==> config.mk <==
export PLATFORM = sky130hd
export DESIGN_NAME = simon_decrypt_core_flat
export DESIGN_NICKNAME = d
export VERILOG_FILES = /design/src/rtl/simon_pkg.sv /design/src/rtl/simon_decrypt_core_if.sv /design/src/rtl/simon_key_step.sv /design/src/rtl/simon_decrypt_core.sv /design/src/flat_wrapper.sv
export SDC_FILE = /design/constraint.sdc
export NUM_CORES = 1
export LEC_CHECK = 0
export CORE_MARGIN = 2
export CORE_UTILIZATION = 40
export DETAILED_ROUTE_END_ITERATION = 8
export SETUP_SLACK_MARGIN = 0.15
export SLEW_MARGIN = 15
export SYNTH_ARGS = -nofsm -noshare
export SYNTH_HDL_FRONTEND = slang
export SYNTH_SLANG_ARGS = --single-unit
==> constraint.sdc <==
create_clock -name clk -period 4.1 [get_ports clk]
set_input_delay 0.615 -clock clk [delete_from_list [all_inputs] [get_ports clk]]
set_output_delay 0.615 -clock clk [all_outputs]
set_load 0.005 [all_outputs]
==> src/rtl/simon_pkg.sv <==
// Shared Simon 32/64 constants and word-level helpers.
// Both the encryption rounds and the decrypt core use these.
package simon_pkg;

  localparam int ROUNDS    = 32;
  localparam int KEY_WORDS = 4;

  localparam logic [15:0] SIMON_C  = 16'hFFFC;
  // Bit i of the z0 sequence is SIMON_Z0[61-i] (index 0 is the leftmost bit).
  localparam logic [61:0] SIMON_Z0 = 62'b11111010001001010110000111001101111101000100101011000011100110;

  typedef enum logic [1:0] {
    ST_IDLE,
    ST_EXPAND,
    ST_DECRYPT
  } state_e;

  function automatic logic [15:0] rol16(input logic [15:0] v, input int unsigned n);
    return (v << n) | (v >> (16 - n));
  endfunction

  function automatic logic [15:0] ror16(input logic [15:0] v, input int unsigned n);
    return (v >> n) | (v << (16 - n));
  endfunction

  function automatic logic [15:0] simon_f(input logic [15:0] v);
    return (rol16(v, 1) & rol16(v, 8)) ^ rol16(v, 2);
  endfunction

endpackage

==> src/rtl/simon_decrypt_core_if.sv <==
// Start/busy/done request bundle for the Simon decrypt core.
// The master drives key/ciphertext and start; the slave returns status and plaintext.
interface simon_decrypt_core_if;
  logic        start;
  logic [63:0] key;
  logic [15:0] u_cphrtxt;
  logic [15:0] l_cphrtxt;
  logic        busy;
  logic        done;
  logic [15:0] u_plntxt;
  logic [15:0] l_plntxt;

  modport master (
    output start, key, u_cphrtxt, l_cphrtxt,
    input  busy, done, u_plntxt, l_plntxt
  );

  modport slave (
    input  start, key, u_cphrtxt, l_cphrtxt,
    output busy, done, u_plntxt, l_plntxt
  );
endinterface

==> src/rtl/simon_key_step.sv <==
// One Simon 32/64 key-schedule step (m=4): k[i+4] from k[i], k[i+1], k[i+3] and z0[i].
// Purely combinational.
module simon_key_step
  import simon_pkg::*;
(
  input  logic [15:0] ki_i,
  input  logic [15:0] ki1_i,
  input  logic [15:0] ki3_i,
  input  logic        z_i,
  output logic [15:0] ki4_o
);

  logic [15:0] tmp;

  assign tmp   = ror16(ki3_i, 3) ^ ki1_i;
  assign ki4_o = SIMON_C ^ {15'd0, z_i} ^ ki_i ^ tmp ^ ror16(tmp, 1);

endmodule

==> src/rtl/simon_decrypt_core.sv <==
// Iterative Simon 32/64 decryption: 28 key-expansion cycles then 32 inverse rounds.
// done pulses 60 edges after the start-sampling edge; start is ignored while busy.
module simon_decrypt_core
  import simon_pkg::*;
(
  input  logic                 clk,
  input  logic                 rst,
  simon_decrypt_core_if.slave  bus
);

  state_e      state_q;
  logic [4:0]  cnt_q;
  logic [15:0] x_q, y_q;
  logic [15:0] u_q, l_q;
  logic        busy_q, done_q;
  logic [15:0] ks_q [ROUNDS];

  logic [4:0]  kidx;
  logic [5:0]  zidx;
  logic [15:0] ks_d;
  logic [15:0] x_d, y_d;

  // kidx = i while expanding; zidx stays within 30..61 for every cnt value.
  assign kidx = cnt_q - 5'd4;
  assign zidx = 6'd61 - {1'b0, kidx};

  simon_key_step u_key_step (
    .ki_i  (ks_q[kidx]),
    .ki1_i (ks_q[kidx + 5'd1]),
    .ki3_i (ks_q[cnt_q - 5'd1]),
    .z_i   (SIMON_Z0[zidx]),
    .ki4_o (ks_d)
  );

  assign x_d = y_q;
  assign y_d = x_q ^ simon_f(y_q) ^ ks_q[cnt_q];

  // Key storage carries no reset: every entry is rewritten before it is read.
  always_ff @(posedge clk) begin
    if (state_q == ST_IDLE && bus.start) begin
      ks_q[0] <= bus.key[15:0];
      ks_q[1] <= bus.key[31:16];
      ks_q[2] <= bus.key[47:32];
      ks_q[3] <= bus.key[63:48];
    end else if (state_q == ST_EXPAND) begin
      ks_q[cnt_q] <= ks_d;
    end
  end

  always_ff @(posedge clk or posedge rst) begin
    if (rst) begin
      state_q <= ST_IDLE;
      cnt_q   <= 5'd0;
      x_q     <= 16'd0;
      y_q     <= 16'd0;
      u_q     <= 16'd0;
      l_q     <= 16'd0;
      busy_q  <= 1'b0;
      done_q  <= 1'b0;
    end else begin
      done_q <= 1'b0;
      case (state_q)
        ST_IDLE: begin
          if (bus.start) begin
            x_q     <= bus.u_cphrtxt;
            y_q     <= bus.l_cphrtxt;
            cnt_q   <= 5'(KEY_WORDS);
            busy_q  <= 1'b1;
            state_q <= ST_EXPAND;
          end
        end
        ST_EXPAND: begin
          if (cnt_q == 5'(ROUNDS - 1)) begin
            state_q <= ST_DECRYPT;
          end else begin
            cnt_q <= cnt_q + 5'd1;
          end
        end
        ST_DECRYPT: begin
          x_q <= x_d;
          y_q <= y_d;
          if (cnt_q == 5'd0) begin
            u_q     <= x_d;
            l_q     <= y_d;
            done_q  <= 1'b1;
            busy_q  <= 1'b0;
            state_q <= ST_IDLE;
          end else begin
            cnt_q <= cnt_q - 5'd1;
          end
        end
        default: state_q <= ST_IDLE;
      endcase
    end
  end

  assign bus.busy     = busy_q;
  assign bus.done     = done_q;
  assign bus.u_plntxt = u_q;
  assign bus.l_plntxt = l_q;

endmodule

==> src/flat_wrapper.sv <==
// flat-port wrapper written by rule: the top's interface ports become plain ports
module simon_decrypt_core_flat import simon_pkg::*;
  (clk, rst, bus_start, bus_key, bus_u_cphrtxt, bus_l_cphrtxt, bus_busy, bus_done, bus_u_plntxt, bus_l_plntxt);
  simon_decrypt_core_if bus_i ();
  input  logic clk;
  input  logic rst;
  input wire logic [$bits(bus_i.start)-1:0] bus_start;
  input wire logic [$bits(bus_i.key)-1:0] bus_key;
  input wire logic [$bits(bus_i.u_cphrtxt)-1:0] bus_u_cphrtxt;
  input wire logic [$bits(bus_i.l_cphrtxt)-1:0] bus_l_cphrtxt;
  output wire logic [$bits(bus_i.busy)-1:0] bus_busy;
  output wire logic [$bits(bus_i.done)-1:0] bus_done;
  output wire logic [$bits(bus_i.u_plntxt)-1:0] bus_u_plntxt;
  output wire logic [$bits(bus_i.l_plntxt)-1:0] bus_l_plntxt;
  assign bus_i.start = bus_start;
  assign bus_i.key = bus_key;
  assign bus_i.u_cphrtxt = bus_u_cphrtxt;
  assign bus_i.l_cphrtxt = bus_l_cphrtxt;
  assign bus_busy = bus_i.busy;
  assign bus_done = bus_i.done;
  assign bus_u_plntxt = bus_i.u_plntxt;
  assign bus_l_plntxt = bus_i.l_plntxt;
  simon_decrypt_core u_core (.clk(clk), .rst(rst), .bus(bus_i));
endmodule
==> results.ini <==
[setup_path]
reg2reg_depth = 13
r2r_start = u_core.cnt_q[1]
cp_common_cell = buf_4
cp.arrival_ns = 4.32
crit_path_end_kind = flip-flop
crit_path_start_kind = flip-flop
critPathKind = reg -> reg
reg2reg_slack_ns = 0.13
path_buf_inv = 7
cp_cell_sequence = clkinvlp_4 > ha_4 > buf_16 > buf_4 > mux4_2 > mux4_2 > mux2i_4 > buf_4 > xnor2_1 > buf_4 > xnor2_1 > buf_4 > inv_6
path_delay_family = multiplexers
max_stage_delay_ns = 0.53
cpMaxStageDelayCell = mux4_2
crit_fanout = 28
required_ns = 4.45
regToRegEndpoint = u_core.ks_q[14][5]

[clocking]
cts_made_buffers = 69
ctsHtreeMaxLevel = 3
cts_num_sinks = 585
postCtsHoldBufs = 0
clock_tree.buffer_depth = 3
clk_pin_slew_ns = 0.07
cts_tree = built
cts-root-buf = clkbuf_16
clock_latency_ns = 0.64

[pwr]
peakVddDrop_v = 0.000330
p_sw_frac = 0.203
clkPwrFrac = 0.490
internal-power_w = 0.0102
p_leak_nw = 14.6
switchingPower_w = 0.00262
seqPwrFrac = 0.498
cellPowerDensity_nw_per_um2 = 309
combPwrFrac = 0.012

[flow_run]
drv_cap = 0

[floorplanning]
die_area_um2 = 88300
core_region_area_um2 = 85100
placementRows = 107
start_util = 0.404
ioPinCount = 133
fp.dieW_um = 297
die_h_um = 297

[timing]
fmax_mhz = 252
worst_slew_pin_slew_ns = 1.12
finalHoldViolCount = 0
max_slew_margin = 0.251
period_minus_slack_ns = 3.97
rsz0062_at_grt = true
skew_ns = 0.0359
report.final.slew_viol_count = 0
finalCritPeriodShare = 0.969
setup_viol = 0

[routing]
drt_wl_total_um = 135000
drt-pass1-iter-count = 6
drc = 0
vias = 26000
initialDrtViolationCount = 4014
wl_per_cell_um = 34.7
via_per_inst = 6.70
detail-route-antenna-nets = 0

[synthesis]
synth_area_um2 = 34400
synth_nets = 2521
synth_edf_count = 512
async_reset_ff_frac = 0.125
synth_area_per_cell_um2 = 14.3
ys_ff_latch = 585
synth_compound_area_frac = 0.0622
synth_top_family_by_area = multiplexers
syn_inst = 2403
ys_types = 72
synth-xor-area-share = 0.0339
synth-main-ff-cell = edfxtp_1
yosys.area_share.adder = 0.00691
synth_warnings = 0
yosysSeqAreaShare = 0.500
synth.area.mux_share = 0.278
synth-simple-area-share = 0.0801

[grt]
grt_pass1_wl_um = 188000
track_usage = 0.298
grt_max_degree = 113
grt-ovfl-total = 0
grt_pass1_vias = 25200
antenna_found_initial = 2

[placed_design]
placed_area_um2 = 38300
place.port_buffers = 132
hpwl_um = 89500
dp.cells = 3702
gp_congestion = 0.984

[finish]
area_delta_synth_final_pct = 21.1
drive_gt1_frac = 0.332
fin_nets = 2805
final_cell_count_no_fill = 3885
final_cell_mix = edfxtp_1, nand2_1, mux4_2
postLayoutCoreUtil = 0.489
final_common_cell = edfxtp_1
multi_input_area_um2 = 16400
design_area_um2 = 41600
fillers = 7340
seqCellArea_um2 = 17200

[outcome]
status = finished clean

[min_path]
hold_path.class = in -> async

-- final cells by class --
cell class,instances,share of cell area
well taps,1144,0.0344
diodes,2,0.000120
repair inverters,2,0.000300
clock inverters,37,0.0102
flip-flops and latches,585,0.413
clock buffers,86,0.0447
multi-input cells,1593,0.393
inverters,33,0.00415
repair buffers,403,0.100
-- cell usage after synthesis, drive strengths merged, types with 2 or more instances --
library cell | n | area share
o31ai | 2 | 0.00044
and3b | 2 | 0.00051
nand4b | 2 | 0.00051
xor2 | 29 | 0.0086
o22ai | 12 | 0.0022
clkbuf | 57 | 0.0062
mux2i | 100 | 0.029
edfxtp | 512 | 0.45
nand3 | 91 | 0.013
nand2b | 4 | 0.00073
and2 | 9 | 0.0016
ha | 19 | 0.0069
a2111oi | 3 | 0.00076
a211oi | 4 | 0.00087
o2111ai | 5 | 0.0013
nor2b | 3 | 0.00055
nor4 | 4 | 0.00073
a221oi | 24 | 0.0061
buf | 135 | 0.029
xnor2 | 70 | 0.019
nand2 | 401 | 0.044
dfrtp | 73 | 0.053
o211ai | 5 | 0.0012
a21oi | 15 | 0.0023
a21boi | 4 | 0.00098
a31oi | 22 | 0.0040
a22o | 16 | 0.0041
nor2 | 75 | 0.0084
nand3b | 3 | 0.00065
or3 | 3 | 0.00055
a22oi | 41 | 0.0091
inv | 33 | 0.0036
mux2 | 40 | 0.013
o21ai | 125 | 0.018
nand4 | 27 | 0.0049
a311oi | 5 | 0.0013
nor3 | 14 | 0.0020
a32oi | 14 | 0.0036
o311ai | 5 | 0.0013
xnor3 | 8 | 0.0052
and3 | 7 | 0.0013
mux4 | 360 | 0.24
o221ai | 9 | 0.0027
-- how the worst max path moves through the flow --
stage	from	to	depth (start not counted)
3_3_place_gp	u_core.cnt_q[0]	u_core.ks_q[29][14]	8
6_report	u_core.cnt_q[1]	u_core.ks_q[14][5]	13
3_5_place_dp	u_core.cnt_q[0]	u_core.ks_q[30][14]	8
5_1_grt	u_core.cnt_q[1]	u_core.ks_q[2][14]	15
2_1_floorplan	u_core.cnt_q[2]	u_core.ks_q[10][0]	16
4_1_cts	u_core.cnt_q[1]	u_core.ks_q[13][5]	12
-- logic make-up (layout without fill, tap and decap cells) --
logic type      count (synthesis)  in the layout
simple gates                  648            648
flops                         585            585
mux                           500            500
compound gates                318            318
buf+inv                       225            561
xor+xnor                      108            108
fa+ha+maj                      19             19
other cells                     0              2
-- sequential cells by signal, summed over array words and instances, names as in the netlist --
name and flops:
u_core.bus.u_plntxt 16, u_core.state_q 2, u_core.bus.l_plntxt 16, u_core.bus.busy 1, u_core.bus.done 1, u_core.x_d 16, u_core.cnt_q 5, u_core.ks_q 512
u_core.x_q 16
-- layer usage --
layer	GRT usage	up-vias	wire, um
li1	-	10200	-
met1	0.388	13200	48600
met2	0.448	2207	59500
met3	0.0909	460	18100
met4	0.163	0	8870
met5	0	-	0
-- power groups by stage --
stage / registers, W / logic (W) / clock network (W)
final: 0.00640 / 0.000153 / 0.00630
after global routing: 0.00640 / 0.000167 / 0.00657
after CTS: 0.00640 / 0.000154 / 0.00634
after detailed placement: 0.00652 / 0.000151 / 0
after global placement: 0.00652 / 0.000151 / 0
after floorplan: 0.00652 / 0.0000352 / 0
-- stage by stage --
stage | power, W | TNS, ns | setup slack, ns | hold slack, ns
after floorplan | 0.00656 | 0 | 0.156 | 0.469
after global placement | 0.00667 | -16.57 | -0.192 | 0.460
after detailed placement | 0.00668 | -22.02 | -0.252 | 0.468
after CTS | 0.0129 | 0 | 0.0478 | 0.416
after global routing | 0.0131 | 0 | 0.0660 | 0.474
final | 0.0129 | 0 | 0.125 | 0.424
-- repair_timing --
item                                    CTS  global route
gates cloned                              4             6
pin swaps                                 9            10
setup buffers                            20            28
resized for setup                        39            41
endpoints found under the setup margin  435           504
Power figures use the tool's default switching activity.
